==> src/rtl/boss_action_sched_if.sv <==
// Signal bundle between the boss action scheduler and the game side (players, HP, movement, projectiles).
// master = scheduler side, slave = game/environment side.
interface boss_action_sched_if;
  logic        frame_tick;
  logic [1:0]  game_active;
  logic [7:0]  boss_hp;
  logic [11:0] boss_x;
  logic        boss_grounded;
  logic [11:0] char_x;
  logic [11:0] player_2_x;
  logic [3:0]  char_aggro;
  logic [3:0]  player_2_aggro;
  logic        char_alive;
  logic        player_2_alive;
  logic        target_sel;
  logic [11:0] target_x;
  logic        jump_req;
  logic        jump_dir;
  logic [3:0]  move_step;
  logic        fire_req;
  logic [1:0]  phase;
  logic        enraged;

  modport master (
    input  frame_tick, game_active, boss_hp, boss_x, boss_grounded,
           char_x, player_2_x, char_aggro, player_2_aggro, char_alive, player_2_alive,
    output target_sel, target_x, jump_req, jump_dir, move_step, fire_req, phase, enraged
  );

  modport slave (
    output frame_tick, game_active, boss_hp, boss_x, boss_grounded,
           char_x, player_2_x, char_aggro, player_2_aggro, char_alive, player_2_alive,
    input  target_sel, target_x, jump_req, jump_dir, move_step, fire_req, phase, enraged
  );
endinterface

==> src/rtl/boss_action_sched.sv <==
// Per-frame boss scheduler: aggro target pick, jump/volley sequencing, HP-driven phase escalation.
// Optional feature macro: BOSS_ENRAGE_EN (phase 3 / enrage, volley after every jump in phase 3).
module boss_action_sched #(
  parameter logic [7:0] HP_PH2           = 8'd140,
  parameter logic [7:0] HP_PH3           = 8'd60,
  parameter logic [7:0] WAIT_P1          = 8'd30,
  parameter logic [7:0] WAIT_P2          = 8'd20,
  parameter logic [7:0] WAIT_P3          = 8'd10,
  parameter logic [3:0] STEP_P1          = 4'd5,
  parameter logic [3:0] STEP_P2          = 4'd6,
  parameter logic [3:0] STEP_P3          = 4'd8,
  parameter logic [3:0] JUMPS_PER_VOLLEY = 4'd3,
  parameter logic [3:0] SHOT_GAP         = 4'd8,
  parameter logic [3:0] AGGRO_HYST       = 4'd2,
  parameter logic [7:0] JUMP_TIMEOUT     = 8'd120
) (
  input logic                 clk,
  input logic                 rst_n,
  boss_action_sched_if.master bus
);

  typedef enum logic [1:0] {S_IDLE, S_WAIT, S_JUMP, S_FIRE} state_t;

  state_t      r_state;
  logic        r_target_sel;
  logic [11:0] r_target_x;
  logic        r_jump_req;
  logic        r_jump_dir;
  logic [3:0]  r_move_step;
  logic        r_fire_req;
  logic [1:0]  r_phase;
  logic        r_enraged;
  logic [7:0]  r_wait;
  logic [7:0]  r_jtick;
  logic        r_air;
  logic [3:0]  r_jumps;
  logic [1:0]  r_shots;
  logic [3:0]  r_gap;

  logic        w_tick;
  logic        w_cur_alive;
  logic        w_oth_alive;
  logic [4:0]  w_cur_aggro;
  logic [4:0]  w_oth_aggro;
  logic        w_sel_n;
  logic [11:0] w_tx_n;
  logic [1:0]  w_hp_raw;
  logic [1:0]  w_hp_phase;
  logic [1:0]  w_phase_n;
  logic [7:0]  w_wait_len;
  logic [3:0]  w_step_n;
  logic [3:0]  w_volley_len;
  logic [7:0]  w_wait_dec;
  logic        w_any_alive;
  logic        w_jump_done;

  // Next-tick target, phase and per-phase timing derived from the current inputs.
  always_comb begin
    w_tick       = bus.frame_tick && (bus.game_active == 2'd1);
    w_cur_alive  = r_target_sel ? bus.player_2_alive : bus.char_alive;
    w_oth_alive  = r_target_sel ? bus.char_alive : bus.player_2_alive;
    w_cur_aggro  = {1'b0, (r_target_sel ? bus.player_2_aggro : bus.char_aggro)};
    w_oth_aggro  = {1'b0, (r_target_sel ? bus.char_aggro : bus.player_2_aggro)};
    w_any_alive  = bus.char_alive || bus.player_2_alive;
    w_sel_n      = r_target_sel;
    if (!w_cur_alive && w_oth_alive) begin
      w_sel_n = ~r_target_sel;
    end else if (!w_cur_alive) begin
      w_sel_n = r_target_sel;
    end else if (w_oth_aggro >= (w_cur_aggro + {1'b0, AGGRO_HYST})) begin
      w_sel_n = ~r_target_sel;
    end else begin
      w_sel_n = r_target_sel;
    end
    w_tx_n = w_sel_n ? bus.player_2_x : bus.char_x;

    if (bus.boss_hp <= HP_PH3) begin
      w_hp_raw = 2'd3;
    end else if (bus.boss_hp <= HP_PH2) begin
      w_hp_raw = 2'd2;
    end else begin
      w_hp_raw = 2'd1;
    end
`ifdef BOSS_ENRAGE_EN
    w_hp_phase   = w_hp_raw;
`else
    w_hp_phase   = (w_hp_raw == 2'd3) ? 2'd2 : w_hp_raw;
`endif
    // Phase only ratchets upward while running.
    w_phase_n = (w_hp_phase > r_phase) ? w_hp_phase : r_phase;

    case (w_phase_n)
      2'd2:    begin w_wait_len = WAIT_P2; w_step_n = STEP_P2; end
      2'd3:    begin w_wait_len = WAIT_P3; w_step_n = STEP_P3; end
      default: begin w_wait_len = WAIT_P1; w_step_n = STEP_P1; end
    endcase
`ifdef BOSS_ENRAGE_EN
    w_volley_len = (w_phase_n == 2'd3) ? 4'd1 : JUMPS_PER_VOLLEY;
`else
    w_volley_len = JUMPS_PER_VOLLEY;
`endif

    w_wait_dec  = (bus.boss_grounded && (r_wait != 8'd0)) ? (r_wait - 8'd1) : r_wait;
    w_jump_done = (r_air && bus.boss_grounded) || ((r_jtick + 8'd1) >= JUMP_TIMEOUT);
  end

  // Scheduler FSM and all registered outputs; game_active==0 acts as a synchronous clear.
  always_ff @(posedge clk or negedge rst_n) begin
    if (!rst_n) begin
      r_state <= S_IDLE;  r_target_sel <= 1'b0;  r_target_x <= 12'd0;
      r_jump_req <= 1'b0; r_jump_dir <= 1'b1;    r_move_step <= STEP_P1;
      r_fire_req <= 1'b0; r_phase <= 2'd1;       r_enraged <= 1'b0;
      r_wait <= 8'd0;     r_jtick <= 8'd0;       r_air <= 1'b0;
      r_jumps <= 4'd0;    r_shots <= 2'd0;       r_gap <= 4'd0;
    end else if (bus.game_active == 2'd0) begin
      r_state <= S_IDLE;  r_target_sel <= 1'b0;  r_target_x <= 12'd0;
      r_jump_req <= 1'b0; r_jump_dir <= 1'b1;    r_move_step <= STEP_P1;
      r_fire_req <= 1'b0; r_phase <= 2'd1;       r_enraged <= 1'b0;
      r_wait <= 8'd0;     r_jtick <= 8'd0;       r_air <= 1'b0;
      r_jumps <= 4'd0;    r_shots <= 2'd0;       r_gap <= 4'd0;
    end else if (w_tick) begin
      r_jump_req   <= 1'b0;
      r_fire_req   <= 1'b0;
      r_target_sel <= w_sel_n;
      r_target_x   <= w_tx_n;
      r_phase      <= w_phase_n;
      r_move_step  <= w_step_n;
      r_enraged    <= (w_phase_n == 2'd3);
      case (r_state)
        S_IDLE: begin
          r_state <= S_WAIT;
          r_wait  <= w_wait_len;
        end
        S_WAIT: begin
          if ((w_wait_dec == 8'd0) && w_any_alive) begin
            r_state    <= S_JUMP;
            r_jump_req <= 1'b1;
            r_jump_dir <= (w_tx_n < bus.boss_x) ? 1'b0 : 1'b1;
            r_wait     <= 8'd0;
            r_jtick    <= 8'd0;
            r_air      <= 1'b0;
          end else begin
            r_wait <= w_wait_dec;
          end
        end
        S_JUMP: begin
          if (w_jump_done) begin
            if ((r_jumps + 4'd1) >= w_volley_len) begin
              r_jumps <= 4'd0;
              r_state <= S_FIRE;
              r_shots <= w_phase_n;
              r_gap   <= 4'd0;
            end else begin
              r_jumps <= r_jumps + 4'd1;
              r_state <= S_WAIT;
              r_wait  <= w_wait_len;
            end
          end else begin
            r_jtick <= r_jtick + 8'd1;
            r_air   <= r_air || !bus.boss_grounded;
          end
        end
        S_FIRE: begin
          if (r_gap == 4'd0) begin
            r_fire_req <= 1'b1;
            if (r_shots <= 2'd1) begin
              r_state <= S_WAIT;
              r_wait  <= w_wait_len;
            end else begin
              r_shots <= r_shots - 2'd1;
              r_gap   <= SHOT_GAP - 4'd1;
            end
          end else begin
            r_gap <= r_gap - 4'd1;
          end
        end
        default: r_state <= S_IDLE;
      endcase
    end else begin
      r_jump_req <= 1'b0;
      r_fire_req <= 1'b0;
    end
  end

  assign bus.target_sel = r_target_sel;
  assign bus.target_x   = r_target_x;
  assign bus.jump_req   = r_jump_req;
  assign bus.jump_dir   = r_jump_dir;
  assign bus.move_step  = r_move_step;
  assign bus.fire_req   = r_fire_req;
  assign bus.phase      = r_phase;
`ifdef BOSS_ENRAGE_EN
  assign bus.enraged    = r_enraged;
`else
  assign bus.enraged    = 1'b0;
`endif

endmodule

==> src/flat_wrapper.sv <==
// flat-port wrapper written by rule: the top's interface ports become plain ports
module boss_action_sched_flat 
#(
  parameter logic [7:0] HP_PH2           = 8'd140,
  parameter logic [7:0] HP_PH3           = 8'd60,
  parameter logic [7:0] WAIT_P1          = 8'd30,
  parameter logic [7:0] WAIT_P2          = 8'd20,
  parameter logic [7:0] WAIT_P3          = 8'd10,
  parameter logic [3:0] STEP_P1          = 4'd5,
  parameter logic [3:0] STEP_P2          = 4'd6,
  parameter logic [3:0] STEP_P3          = 4'd8,
  parameter logic [3:0] JUMPS_PER_VOLLEY = 4'd3,
  parameter logic [3:0] SHOT_GAP         = 4'd8,
  parameter logic [3:0] AGGRO_HYST       = 4'd2,
  parameter logic [7:0] JUMP_TIMEOUT     = 8'd120
)
  (clk, rst_n, bus_frame_tick, bus_game_active, bus_boss_hp, bus_boss_x, bus_boss_grounded, bus_char_x, bus_player_2_x, bus_char_aggro, bus_player_2_aggro, bus_char_alive, bus_player_2_alive, bus_target_sel, bus_target_x, bus_jump_req, bus_jump_dir, bus_move_step, bus_fire_req, bus_phase, bus_enraged);
  boss_action_sched_if bus_i ();
  input logic clk;
  input logic rst_n;
  input wire logic [$bits(bus_i.frame_tick)-1:0] bus_frame_tick;
  input wire logic [$bits(bus_i.game_active)-1:0] bus_game_active;
  input wire logic [$bits(bus_i.boss_hp)-1:0] bus_boss_hp;
  input wire logic [$bits(bus_i.boss_x)-1:0] bus_boss_x;
  input wire logic [$bits(bus_i.boss_grounded)-1:0] bus_boss_grounded;
  input wire logic [$bits(bus_i.char_x)-1:0] bus_char_x;
  input wire logic [$bits(bus_i.player_2_x)-1:0] bus_player_2_x;
  input wire logic [$bits(bus_i.char_aggro)-1:0] bus_char_aggro;
  input wire logic [$bits(bus_i.player_2_aggro)-1:0] bus_player_2_aggro;
  input wire logic [$bits(bus_i.char_alive)-1:0] bus_char_alive;
  input wire logic [$bits(bus_i.player_2_alive)-1:0] bus_player_2_alive;
  output wire logic [$bits(bus_i.target_sel)-1:0] bus_target_sel;
  output wire logic [$bits(bus_i.target_x)-1:0] bus_target_x;
  output wire logic [$bits(bus_i.jump_req)-1:0] bus_jump_req;
  output wire logic [$bits(bus_i.jump_dir)-1:0] bus_jump_dir;
  output wire logic [$bits(bus_i.move_step)-1:0] bus_move_step;
  output wire logic [$bits(bus_i.fire_req)-1:0] bus_fire_req;
  output wire logic [$bits(bus_i.phase)-1:0] bus_phase;
  output wire logic [$bits(bus_i.enraged)-1:0] bus_enraged;
  assign bus_i.frame_tick = bus_frame_tick;
  assign bus_i.game_active = bus_game_active;
  assign bus_i.boss_hp = bus_boss_hp;
  assign bus_i.boss_x = bus_boss_x;
  assign bus_i.boss_grounded = bus_boss_grounded;
  assign bus_i.char_x = bus_char_x;
  assign bus_i.player_2_x = bus_player_2_x;
  assign bus_i.char_aggro = bus_char_aggro;
  assign bus_i.player_2_aggro = bus_player_2_aggro;
  assign bus_i.char_alive = bus_char_alive;
  assign bus_i.player_2_alive = bus_player_2_alive;
  assign bus_target_sel = bus_i.target_sel;
  assign bus_target_x = bus_i.target_x;
  assign bus_jump_req = bus_i.jump_req;
  assign bus_jump_dir = bus_i.jump_dir;
  assign bus_move_step = bus_i.move_step;
  assign bus_fire_req = bus_i.fire_req;
  assign bus_phase = bus_i.phase;
  assign bus_enraged = bus_i.enraged;
  boss_action_sched #(.HP_PH2(HP_PH2), .HP_PH3(HP_PH3), .WAIT_P1(WAIT_P1), .WAIT_P2(WAIT_P2), .WAIT_P3(WAIT_P3), .STEP_P1(STEP_P1), .STEP_P2(STEP_P2), .STEP_P3(STEP_P3), .JUMPS_PER_VOLLEY(JUMPS_PER_VOLLEY), .SHOT_GAP(SHOT_GAP), .AGGRO_HYST(AGGRO_HYST), .JUMP_TIMEOUT(JUMP_TIMEOUT)) u_core (.clk(clk), .rst_n(rst_n), .bus(bus_i));
endmodule
==> config.mk <==
export PLATFORM = sky130hd
export DESIGN_NAME = boss_action_sched_flat
export DESIGN_NICKNAME = d
export VERILOG_FILES = /design/src/rtl/boss_action_sched_if.sv /design/src/rtl/boss_action_sched.sv /design/src/flat_wrapper.sv
export SDC_FILE = /design/constraint.sdc
export NUM_CORES = 1
export LEC_CHECK = 0
export ABC_AREA = 1
export CORE_ASPECT_RATIO = 0.9
export CORE_MARGIN = 2
export CORE_UTILIZATION = 45
export CTS_CLUSTER_SIZE = 8
export DETAILED_ROUTE_END_ITERATION = 10
export HOLD_SLACK_MARGIN = 0.02
export PLACE_DENSITY = 0.8
export SLEW_MARGIN = 15
export SYNTH_ARGS = -nofsm -noshare
export SYNTH_HDL_FRONTEND = slang
export SYNTH_SLANG_ARGS = --single-unit
export TNS_END_PERCENT = 1
==> constraint.sdc <==
create_clock -name clk -period 3.9 [get_ports clk]
set_input_delay 0.78 -clock clk [delete_from_list [all_inputs] [get_ports clk]]
set_output_delay 0.78 -clock clk [all_outputs]
set_load 0.01 [all_outputs]
==> metrics.cfg, run 1 <==
[run_status]
status=finished clean

[cts]
cts_tree=built
root_buffer=clkbuf_8
cts-root-to-sink-buffers=2
path_clk_slew_ps=100
cts.htree.levels=2
hold_buffers=0
clock_latency_ps=310
clkSinkCount=51
cts_buffers=5

[logic_synthesis]
yosys.area_share.simple=0.2451
syn_area_um2=3598
synth_edf_count=0
muxShareOfSynthArea=0.04381
synth_cells=437
yosys_warnings=0
synth_compound_area_frac=0.1231
ys_top_cells_by_count=83 x nand2_1, 65 x inv_1, 47 x dfrtp_1, 31 x ha_1, 31 x nor2_1
synth_nets=528
synth_top_family_by_area=simple AND/OR/NAND/NOR gates
ys.flop_type=dfrtp_1
ys_seq_area_frac=0.3561
ys_top_cells_by_area=dfrtp_1 33%, ha_1 11%, nand2_1 8.7%, inv_1 6.8%, nand3_1 3.9%
ys_async_sr_fraction=1.000
ys_seq_elements=51
synth.most_common_cell=nand2_1
avgSynthCellArea_um2=8.234
synth_top_area_cell=dfrtp_1
yosysTopAreaCellShare=0.3268
synthXorXnorAreaFrac=0.03651
synthAdderAreaFrac=0.1078
yosysUniqueCellTypes=49

[critical_path]
endpoint_kind=flip-flop
path_delay_family=simple AND/OR/NAND/NOR gates
critPathKind=in -> reg
crit_buf_inv=5
cp_slowest_stage_delay_ps=450
cp_slowest_cell=clkdlybuf4s50_1
crit_fanout=4
arrival_ps=3910
required_ps=4150
cpMostUsedCell=nand2_1
start_kind=input pin

[final_layout]
nNetsFinal=632
stdcell_area_um2=4959
n_antenna_cell=0
area_growth_pct=37.80
fillCellCount=621
drive_gt1_frac=0.1734

[placement]
portBuffers=81
gp_congestion=0.9146
dp_hpwl_um=6549
placed_area_um2=4587

[floorplanning]
design.die.area_um2=8729
start_util=0.4699
io_pins=83
fp.dieH_um=88.84
coreArea_um2=7657
num_rows=30
die_w_um=98.26

[drt]
wl_met3_um=313
routed.top_layer=met4
vias_per_cell=5.221
drc=0
drt-met1-wl_um=4246
via_count=3331
wl_um=9322
drt_iter0_drc=188
drtAntennaViolNets=0
first_pass_iters=4
wl_met2_um=4537
routedWlPerCell_um=14.61

[global_routing]
grt_overflow_total=0
antenna_found_initial=0
grt_max_degree=49
grt_first_pass_wirelength_um=14570
track_usage=0.2033
grt_pass1_vias=3267

[worst_hold_path]
hold_class=in -> async

[sta]
worst_pin_slew_ps=630.1
tns_ps=0
clock-skew-final_ps=16.21
slew_viol_final=0
timing_hold_violations_final=0
clock.fmax_ghz=0.2731
setup_viol_count_final=0
fin_crit_sh=0.9388
holdWs_ps=473.8
min_period_ps=3661
slew_headroom=0.5799

[run]
max-cap-violations=0

[power]
leakage_nw=2.384
pwr_density_cell_nw_per_um2=465.8
ir_worst_vdd_uv=182.8

[registers in the layout, indices dropped and copies added (netlist names)]
name,cells
u_core.bus.target_x,12
u_core.r_jtick,8
u_core.r_wait,8
u_core.bus.move_step,4
u_core.r_gap,4
u_core.r_jumps,4
u_core.bus.phase,2
u_core.r_shots,2
u_core.r_state,2
u_core.bus.fire_req,1
u_core.bus.jump_dir,1
u_core.bus.jump_req,1
u_core.bus.target_sel,1
u_core.r_air,1
[repair_timing]
item | 4_1_cts | 5_1_grt
endpoints found under the hold margin | 0 | 0
cloned | 0 | 1
setup buffers | 0 | 8
pin swaps | 0 | 14
resized for setup | 1 | 37
setup endpoints to repair | 1 | 1
[worst paths after layout]
kind,startpoint,to,slack [ps],depth (start not counted)
min reg2reg,u_core.r_gap[1]$_DFFE_PN0P_,u_core.r_gap[1]$_DFFE_PN0P_,480,2
max in group asynchronous,rst_n,u_core.bus.move_step[0]$_DFFE_PN1P_,2810,2
min in group clk,u_core.r_gap[1]$_DFFE_PN0P_,u_core.r_gap[1]$_DFFE_PN0P_,480,2
max,bus_player_2_aggro[3],u_core.bus.jump_dir$_DFFE_PN1P_,240,25
max reg2reg,u_core.bus.target_sel$_DFFE_PN0P_,u_core.bus.jump_dir$_DFFE_PN1P_,400,28
min,rst_n,u_core.r_jtick[6]$_DFFE_PN0P_,470,1
[power by group]
group	internal [mW]	leakage [nW]	total (mW)	switching, mW
registers	0.632	0.671	0.712	0.0805
clock network	0.191	0.0581	0.378	0.187
logic	0.542	1.65	1.22	0.677
total	1.37	2.38	2.31	0.944
[metal layers]
metal | up-vias | GRT usage
met5 | - | 0
met4 | 0 | 0.05106
met3 | 18 | 0.03002
met2 | 91 | 0.3568
met1 | 1564 | 0.2686
li1 | 1658 | -
[through the flow]
stage / util / instances / worst slack (ps) / total power [mW]
after floorplan: - / 437 / 306.0 / 1.452
after global placement: 0.5990 / 621 / -232.1 / 1.738
after detailed placement: 0.5990 / 621 / -389.5 / 1.786
after CTS: 0.6144 / 629 / 19.47 / 2.172
after global routing: 0.6475 / 638 / -11.42 / 2.485
final: 0.6475 / 638 / 238.6 / 2.310
[cells by family after synthesis]
kind of cell | Yosys count
muxes | 11
xor gates and xnor gates | 15
AOI/OAI and AO/OA | 67
and+or+nand+nor | 183
other | 1
adders and majority gates | 31
DFF | 51
buffers and inverters | 78
[cell usage in the layout (no fill, tap or decap), types with 12 or more instances in the layout]
cell,Yosys,routed
xor2_1,12,12
buf_4,2,22
inv_1,65,63
clkdlybuf4s50_1,0,76
o21ai_0,21,18
ha_1,31,23
nand3_1,28,27
dfrtp_1,47,47
nor2_1,31,31
a22o_1,12,12
nand2_1,83,75
[final cells by class]
cell class | count | area (um^2) | share of cell area
inverters | 71 | 269.0 | 0.05425
multi-input cells | 309 | 2188 | 0.4413
clock buffers | 5 | 68.82 | 0.01388
repair buffers | 103 | 987.2 | 0.1991
clock inverters | 3 | 43.79 | 0.008832
well taps | 96 | 120.1 | 0.02422
flip-flops and latches | 51 | 1281 | 0.2584
Note: power is estimated with default switching activity, not from simulation.
==> run 2: changes to the inputs <==
--- a/config.mk
+++ b/config.mk
@@ -5,14 +5,14 @@
 export SDC_FILE = /design/constraint.sdc
 export NUM_CORES = 1
 export LEC_CHECK = 0
-export ABC_AREA = 1
+export ABC_AREA = 0
 export CORE_ASPECT_RATIO = 0.9
-export CORE_MARGIN = 2
+export CORE_MARGIN = 5
 export CORE_UTILIZATION = 45
 export CTS_CLUSTER_SIZE = 8
 export DETAILED_ROUTE_END_ITERATION = 10
 export HOLD_SLACK_MARGIN = 0.02
-export PLACE_DENSITY = 0.8
+export PLACE_DENSITY = 0.79
 export SLEW_MARGIN = 15
 export SYNTH_ARGS = -nofsm -noshare
 export SYNTH_HDL_FRONTEND = slang
==> run 2 against run 1 <==
Clock skew is 4.3 ps lower. Via count grew 15%. Hold slack got worse by 80 ps. Synthesized cell count is 1.4% higher. First-iteration DRC count fell by 12%. Flip-flop and latch count unchanged. Cell count grew 1.6%. Critical path depth down 9. Non-clock buffer count did not move. Total power down 18%. Register-to-register slack got worse by 340 ps. Critical path type unchanged. Largest cell class unchanged. Highest routed layer unchanged.
==> metrics.cfg, run 2 <==
[logic_synthesis]
syn_area_um2=3821
ys_seq_area_frac=0.3353
synth_cells=443
ys_top_cells_by_area=dfrtp_1 31%, ha_1 10%, mux2_2 5.6%, nand2_1 4.8%, a21oi_1 3.7%
ys.flop_type=dfrtp_1
yosys_warnings=0
yosysTopAreaCellShare=0.3078
ys_top_cells_by_count=49 x nand2_1, 47 x dfrtp_1, 31 x ha_1, 31 x nor2_1, 30 x inv_1
ys_async_sr_fraction=1.000
synth_top_area_cell=dfrtp_1
ys_seq_elements=51
synth.most_common_cell=nand2_1
synth_nets=534
avgSynthCellArea_um2=8.626
synth_edf_count=0
yosysUniqueCellTypes=73

[floorplanning]
die_w_um=107.1
io_pins=83
start_util=0.4669
coreArea_um2=8184
design.die.area_um2=10440
fp.dieH_um=97.42
num_rows=31

[global_routing]
grt_overflow_total=0
antenna_found_initial=0
grt_first_pass_wirelength_um=18950
grt_pass1_vias=3984
grt_max_degree=36
track_usage=0.2201

[sta]
worst_pin_slew_ps=968.6
fin_crit_sh=0.9902
rsz0062_at_grt=yes
slew_viol_final=0
holdWs_ps=394.3
timing_hold_violations_final=0
setup_viol_count_final=0
clock-skew-final_ps=11.96
clock.fmax_ghz=0.2589
min_period_ps=3862
slew_headroom=0.3504

[final_layout]
stdcell_area_um2=5167
fillCellCount=687
finalCoreUtilization=0.6314
multi_input_area_um2=2562
seq_area_um2=1282
stdcell_count=648
n_antenna_cell=0
final_common_cell=clkdlybuf4s50_1
drive_gt1_frac=0.1689
largest_reg_flops=12
area_growth_pct=35.23
layout_common_cells=72 x clkdlybuf4s50_1, 49 x nand2_1, 46 x dfrtp_1, 30 x inv_1, 30 x nor2_1
nNetsFinal=623

[drt]
drt_iter0_drc=165
wl_um=11220
first_pass_iters=4
drc=0
vias_per_cell=5.887
via_count=3815
drtAntennaViolNets=0
routedWlPerCell_um=17.31

[run_status]
status=finished clean

[critical_path]
crit_fanout=7
crit_chain=buf_2 -> mux2_4 -> ha_4 -> xor2_1 -> ha_2 -> a2111o_1 -> nand3_2 -> nor3b_4 -> buf_6 -> mux2_4 -> ha_4 -> a2111oi_4 -> o21ai_1 -> o211ai_1 -> a21oi_2 -> o41a_1
cp_slowest_stage_delay_ps=370
start_kind=input pin
endpoint_kind=flip-flop
cp_slowest_cell=o41a_1
critPathKind=in -> reg
required_ps=4150
arrival_ps=4110

[worst_hold_path]
hold_class=in -> async

[cts]
clkSinkCount=51
root_buffer=clkbuf_8
cts.htree.levels=2
clock_latency_ps=320
path_clk_slew_ps=100
cts_tree=built
cts_buffers=5
hold_buffers=0
cts-root-to-sink-buffers=2

[placement]
place_inst=635
placed_area_um2=4912
gp_congestion=0.8828
portBuffers=81
dp_hpwl_um=8184

[run]
max-cap-violations=0

[power]
leakage_nw=2.303
pwr_density_cell_nw_per_um2=365.4
ir_worst_vdd_uv=215.0

[run 2: cell families (layout without fill, tap and decap cells)]
group | Yosys count | count (layout) | synth area share
other | 1 | 1 | 0.0009814
XOR/XNOR | 1 | 1 | 0.002292
buffers and inverters | 51 | 141 | 0.05239
AND/OR/NAND/NOR | 169 | 169 | 0.2253
flip-flops | 51 | 51 | 0.3353
adder cells (fa/ha/maj) | 31 | 31 | 0.1015
AO/OA/AOI/OAI | 112 | 112 | 0.2053
multiplexers | 27 | 27 | 0.07695
[run 2: where the power goes]
group          internal, mW  switching, mW  total, mW
logic                 0.435          0.431      0.866
registers             0.582         0.0602      0.642
clock network         0.192          0.187      0.380
total                  1.21          0.679       1.89
[run 2: timing repair]
item | CTS | global route
buffers inserted | 5 | 1
pin swaps | 12 | 9
endpoints found under the setup margin | 1 | 1
resized for setup | 37 | 14
[run 2: layout make-up]
cell class	count	share of cell area
clock inverters	1	0.005811
flip-flops and latches	51	0.2482
repair buffers	103	0.1857
well taps	115	0.02785
inverters	30	0.02179
clock buffers	7	0.01477
multi-input cells	341	0.4959
[run 2: per-layer routing]
layer | wire length (um) | global-route usage
met5 | 0 | 0
met1 | 4507 | 0.2754
met2 | 5805 | 0.3785
met3 | 659 | 0.03987
met4 | 247 | 0.07473
[run 2: worst paths after layout]
kind	start	endpoint	slack (ps)	depth (start not counted)
min	rst_n	u_core.r_jtick[3]$_DFFE_PN0P_	390	1
min in group clk	u_core.bus.target_x[5]$_DFFE_PN0P_	u_core.bus.target_x[5]$_DFFE_PN0P_	510	2
min reg2reg	u_core.bus.target_x[5]$_DFFE_PN0P_	u_core.bus.target_x[5]$_DFFE_PN0P_	510	2
max reg2reg	u_core.bus.target_sel$_DFFE_PN0P_	u_core.bus.jump_dir$_DFFE_PN1P_	60	15
max in group asynchronous	rst_n	u_core.bus.phase[0]$_DFFE_PN1P_	2660	2
max	bus_char_aggro[1]	u_core.bus.jump_dir$_DFFE_PN1P_	40	16
[run 2: through the flow]
stage / setup WS [ps] / TNS [ps] / total power, mW
6_report: 38.23 / 0 / 1.888
5_1_grt: -122.7 / -122.7 / 2.010
4_1_cts: 13.96 / 0 / 1.862
3_5_place_dp: -674.4 / -674.4 / 1.431
3_3_place_gp: -479.5 / -479.5 / 1.394
2_1_floorplan: -66.15 / -66.15 / 1.143
[run 2: worst max-delay path, delay by kind of cell]
family,cells,cell delay (ps)
muxes,2,620
and+or+nand+nor,2,350
AOI/OAI and AO/OA,6,1310
xor gates and xnor gates,1,160
buffers and inverters,2,290
adders and majority gates,3,600
